[config.mk]
export PLATFORM = sky130hd
export DESIGN_NAME = lfsr_xnor
export DESIGN_NICKNAME = d
export VERILOG_FILES = /design/src/rtl/lfsr_xnor.sv
export SDC_FILE = /design/constraint.sdc
export NUM_CORES = 1
export LEC_CHECK = 0
export ABC_AREA = 1
export CAP_MARGIN = 20
export CORE_AREA = 4 4 41 43
export DETAILED_ROUTE_END_ITERATION = 6
export DIE_AREA = 0 0 45 47
export HOLD_SLACK_MARGIN = 0.12
export PLACE_DENSITY = 0.51
export SYNTH_ARGS = -nofsm -noshare
export SYNTH_HDL_FRONTEND = slang
export SYNTH_SLANG_ARGS = --single-unit
[constraint.sdc]
create_clock -name i_Clk -period 0.8 [get_ports i_Clk]
set_input_delay 0.16 -clock i_Clk [delete_from_list [all_inputs] [get_ports i_Clk]]
set_output_delay 0.16 -clock i_Clk [all_outputs]
set_load 0.05 [all_outputs]
[src/rtl/lfsr_xnor.sv]
// Maximal-length Fibonacci LFSR with XNOR feedback, seed load and a
// combinational done flag that fires when the state matches the seed input.
module lfsr_xnor #(
  parameter int NUM_BITS = 4
) (
  input  logic                i_Clk,
  input  logic                i_Rst_n,
  input  logic                i_Enable,
  input  logic                i_Seed_DV,
  input  logic [NUM_BITS-1:0] i_Seed_Data,
  output logic [NUM_BITS-1:0] o_LFSR_Data,
  output logic                o_LFSR_Done
);

  function automatic logic [31:0] tap(input int t);
    return 32'd1 << (t - 1);
  endfunction

  // Tap positions are 1-based; tap t lands on bit t-1 of the mask.
  function automatic logic [31:0] tap_mask(input int n);
    logic [31:0] m;
    m = '0;
    case (n)
      3:  m = tap(3)  | tap(2);
      4:  m = tap(4)  | tap(3);
      5:  m = tap(5)  | tap(3);
      6:  m = tap(6)  | tap(5);
      7:  m = tap(7)  | tap(6);
      8:  m = tap(8)  | tap(6)  | tap(5) | tap(4);
      9:  m = tap(9)  | tap(5);
      10: m = tap(10) | tap(7);
      11: m = tap(11) | tap(9);
      12: m = tap(12) | tap(6)  | tap(4) | tap(1);
      13: m = tap(13) | tap(4)  | tap(3) | tap(1);
      14: m = tap(14) | tap(5)  | tap(3) | tap(1);
      15: m = tap(15) | tap(14);
      16: m = tap(16) | tap(15) | tap(13) | tap(4);
      17: m = tap(17) | tap(14);
      18: m = tap(18) | tap(11);
      19: m = tap(19) | tap(6)  | tap(2) | tap(1);
      20: m = tap(20) | tap(17);
      21: m = tap(21) | tap(19);
      22: m = tap(22) | tap(21);
      23: m = tap(23) | tap(18);
      24: m = tap(24) | tap(23) | tap(22) | tap(17);
      25: m = tap(25) | tap(22);
      26: m = tap(26) | tap(6)  | tap(2) | tap(1);
      27: m = tap(27) | tap(5)  | tap(2) | tap(1);
      28: m = tap(28) | tap(25);
      29: m = tap(29) | tap(27);
      30: m = tap(30) | tap(6)  | tap(4) | tap(1);
      31: m = tap(31) | tap(28);
      32: m = tap(32) | tap(22) | tap(2) | tap(1);
      default: m = '0;
    endcase
    return m;
  endfunction

  generate
    if (NUM_BITS < 3 || NUM_BITS > 32) begin : g_bad_width
      $error("lfsr_xnor: NUM_BITS must be in 3..32");
    end
  endgenerate

  localparam logic [31:0]         TAP_MASK = tap_mask(NUM_BITS);
  localparam logic [NUM_BITS-1:0] TAPS     = TAP_MASK[NUM_BITS-1:0];

  logic [NUM_BITS-1:0] r_LFSR;
  logic                w_fb;

  // All tap sets have an even member count, so all-ones maps to itself.
  assign w_fb = ~^(r_LFSR & TAPS);

  always_ff @(posedge i_Clk or negedge i_Rst_n) begin
    if (!i_Rst_n) begin
      r_LFSR <= '0;
    end else if (i_Enable) begin
      if (i_Seed_DV) begin
        r_LFSR <= i_Seed_Data;
      end else begin
        r_LFSR <= {r_LFSR[NUM_BITS-2:0], w_fb};
      end
    end
  end

  assign o_LFSR_Data = r_LFSR;
  assign o_LFSR_Done = (r_LFSR == i_Seed_Data);

endmodule

**After elaboration in Yosys (flattened, before gate mapping)**

Index checks and enable logic that the tools add are counted.

- Flip-flop bits (word level): 4
- Input port bits: 8
- Memories kept: 0
- Memory bits (writable): 0
- Output and inout port bits: 5
- Bits in latches: 0
- Bits in read-only memories: 0

- $lt $le $gt $ge: 0
- Div/mod/pow operators: 0
- Add/subtract/negate cells: 0
- Bitwise operators: 0
- Shift operators: 0
- Multiplexer cells: 1
- Reductions and logical operators: 1
- Multipliers: 0
- Equality and inequality tests: 1

Operator list:

| operator | number |
|---|---|
| 4-bit equality test | 1 |
| 4-bit two-way mux | 1 |
| 4-bit XNOR reduction | 1 |

**Depth between registers and ports, before layout**

- Depth in word-level cells: 2
- Gate-level depth with buffers: 5
- Mapped depth without buffers: 5

**Least setup slack after synthesis**

Ideal clock, no wire load.

- Path kind: register to output
- Start: register r_LFSR[2] (netlist: o_LFSR_Data[2])
- End: output port o_LFSR_Done
- Arrival: 1.543 ns
- Setup slack: -0.903 ns
- Buffers on the path: 0
- Stages on the path, launching flop included: 4
- Cells stage by stage: dfrtp_1 xnor2_1 nand2_1 nor2_1

- Longest elaborated chain between the ends: 1

RTL lines:

| what | RTL line | text |
|---|---|---|
| from (decl) | 68 | `logic [NUM_BITS-1:0] r_LFSR;` |
| from (signal assigned) | 79 | `r_LFSR <= i_Seed_Data;` |
| from (signal assigned) | 81 | `r_LFSR <= {r_LFSR[NUM_BITS-2:0], w_fb};` |
| 4-bit equality test | 87 | `assign o_LFSR_Done = (r_LFSR == i_Seed_Data);` |
| to (decl) | 12 | `output logic o_LFSR_Done` |

Every way passes these cells.

**Worst setup path after layout**

- Start: register r_LFSR[1] (netlist: o_LFSR_Data[1])
- End: output port o_LFSR_Data[1]

RTL lines:

| what | RTL line | text |
|---|---|---|
| to (decl) | 11 | `output logic [NUM_BITS-1:0] o_LFSR_Data,` |

No word-level cell between the ends.

==> flow_summary.yaml <==
run_status:
  status: "finished with violations"
  violations: "negative setup slack"
power:
  p_leak_nw: 0.365
  total_power_mw: 1.14
  vdd_drop_max_uv: 864
  powerDensity_nw_per_um2: 1650
setup_path:
  ff2ff_setup_slack_ns: -0.33
  rr_worst_depth: 5
  critPathMaxFanout: 3
  worstSetupStartpointType: "register"
  critPathKind: "register to primary output"
  arrival_ns: 1.14
  r2r_start: "o_LFSR_Data[1]"
  cp.required_ns: 0.64
  cp-end-kind: "primary output"
  r2r-end: "o_LFSR_Data[2]"
placement:
  pre_cts_ws_ns: -0.511
  dpl.hpwl_um: 566
  gp_congestion: 0.711
  port_buffers: 12
global_routing:
  grt_use_total_pct: 9.36
  antenna_found_initial: 0
  grt_pass1_wl_mm: 1.39
  grt_max_degree: 8
  grt_overflow: 0
  grt_pass1_vias: 367
clock_tree:
  cts.sinks: 4
  ctsHoldBuffers: 0
  numCtsBuffers: 3
  cts_tree: "built"
  clkTransAtPathRegs_ns: 0.04
  clock_latency_ns: 0.23
  clk_path_buf_depth: 2
  htreeDepth: 1
  cts_root_buf: "clkbuf_4"
finish:
  n_antenna_cell: 0
  final_nets: 77
  final_cell_mix: "nand2_1, buf_6, buf_4"
  fin_util_pct: 53.3
  drive_gt1_share_pct: 67.2
  largest_register_ffs: 4
  final_common_cell: "nand2_1"
  nFillCells: 123
  area_growth_pct: 168
yosys:
  ys_types: 10
  synth_cells: 39
  ys_ff_latch: 4
  ys_seq_area_share_pct: 38.6
  synth_nets: 47
  synth_warnings: 0
  avgSynthCellArea_sq_um: 6.64
  netlist_area_sq_um: 259
sta:
  hold_viol_final: 0
  worst_slew_margin_rel_pct: 69.6
  period_needed_ns: 1.30
  fin_skew_ns: 0.00218
  setup_viol: 9
  worst_pin_slew_ns: 0.456
  setup_ws_ns: -0.504
  drv_slew: 0
  fmax_ghz: 0.767
  rsz0062_at_grt: "true"
  tns_ns: -3.20
  timing.final.crit_share_pct: 163
detailed_routing:
  num_vias: 345
  drt_iter0_drc: 5
  wl_per_cell_um: 10.7
  final_antenna_net_count: 0
  first_pass_iters: 3
  drc: 0
  vias_per_cell: 4.21
  routed_wl_um: 878
die:
  core_area_sq_um: 1300
  dieArea_sq_um: 2120
  start_util_pct: 19.9
  fp.dieH_um: 47
  std_cell_rows: 13
  ios: 13
  die-width_um: 45
min_path:
  hp-class: "primary input to async pin"
job:
  timing.max_cap.violations: 0
-- metrics by stage --
stage	instances	cell area, sq um	hold slack (ns)
finish	82	693	0.129
global route	82	693	0.129
CTS	80	612	0.125
detailed placement	73	513	0.376
global placement	73	513	0.379
floorplan	39	272	-0.136
-- layout make-up --
cell class	count	area, sq um	area share [%]
sequential	4	105	15.2
inverter	8	32.5	4.69
multi-input combinational	27	208	30.0
timing repair buffer	25	307	44.2
tap	15	18.8	2.71
clock buffer	3	22.5	3.25
-- cells in the mapped netlist --
cell type,count,area (sq um)
nand2_1,13,48.8
inv_1,7,26.3
dfrtp_1,4,100
nor2_1,4,15.0
o21ai_0,3,15.0
o22ai_1,3,18.8
xnor2_1,2,17.5
a21oi_2,1,8.76
inv_2,1,3.75
nand3_1,1,5.00
-- worst max-delay path, stage by stage (launching register included) --
cell and delay [ns]:
dfrtp_2 0.41, buf_4 0.14, buf_6 0.10, buf_6 0.11, buf_12 0.14
-- report_power, final --
part,internal [mW],switching [mW],leakage (nW)
logic,0.341,0.302,0.307
registers,0.234,0.0268,0.0438
clock network,0.167,0.0731,0.0138
-- cell families after synthesis --
kind of cell,synth area share (%)
simple gates,26.6
buf+inv,11.6
compound gates,16.4
flops,38.6
xor+xnor,6.76
-- worst max-delay path by stage --
stage / startpoint / endpoint / slack [ns] / depth (start not counted)
5_1_grt: o_LFSR_Data[1] / o_LFSR_Done / -0.54 / 6
6_report: o_LFSR_Data[1] / o_LFSR_Data[1] / -0.50 / 4
2_1_floorplan: o_LFSR_Data[1] / o_LFSR_Done / -0.42 / 5
3_5_place_dp: i_Seed_Data[3] / o_LFSR_Done / -0.51 / 5
4_1_cts: o_LFSR_Data[3] / o_LFSR_Done / -0.52 / 4
3_3_place_gp: i_Seed_Data[1] / o_LFSR_Done / -0.49 / 6
-- layer usage --
metal | GRT usage (%) | up-vias | routed length (um)
met1 | 10.1 | 157 | 367
met4 | 7.02 | 0 | 15
met5 | 0 | - | 0
met2 | 16.4 | 9 | 453
met3 | 1.53 | 2 | 41
li1 | - | 177 | -
-- repair_timing --
item                                    in CTS  in global routing
endpoints found under the setup margin       9                  9
pin swaps                                    2                  8
setup buffers                                4                  2
resized for setup                           15                 17
(Power assumes the default switching activity.)
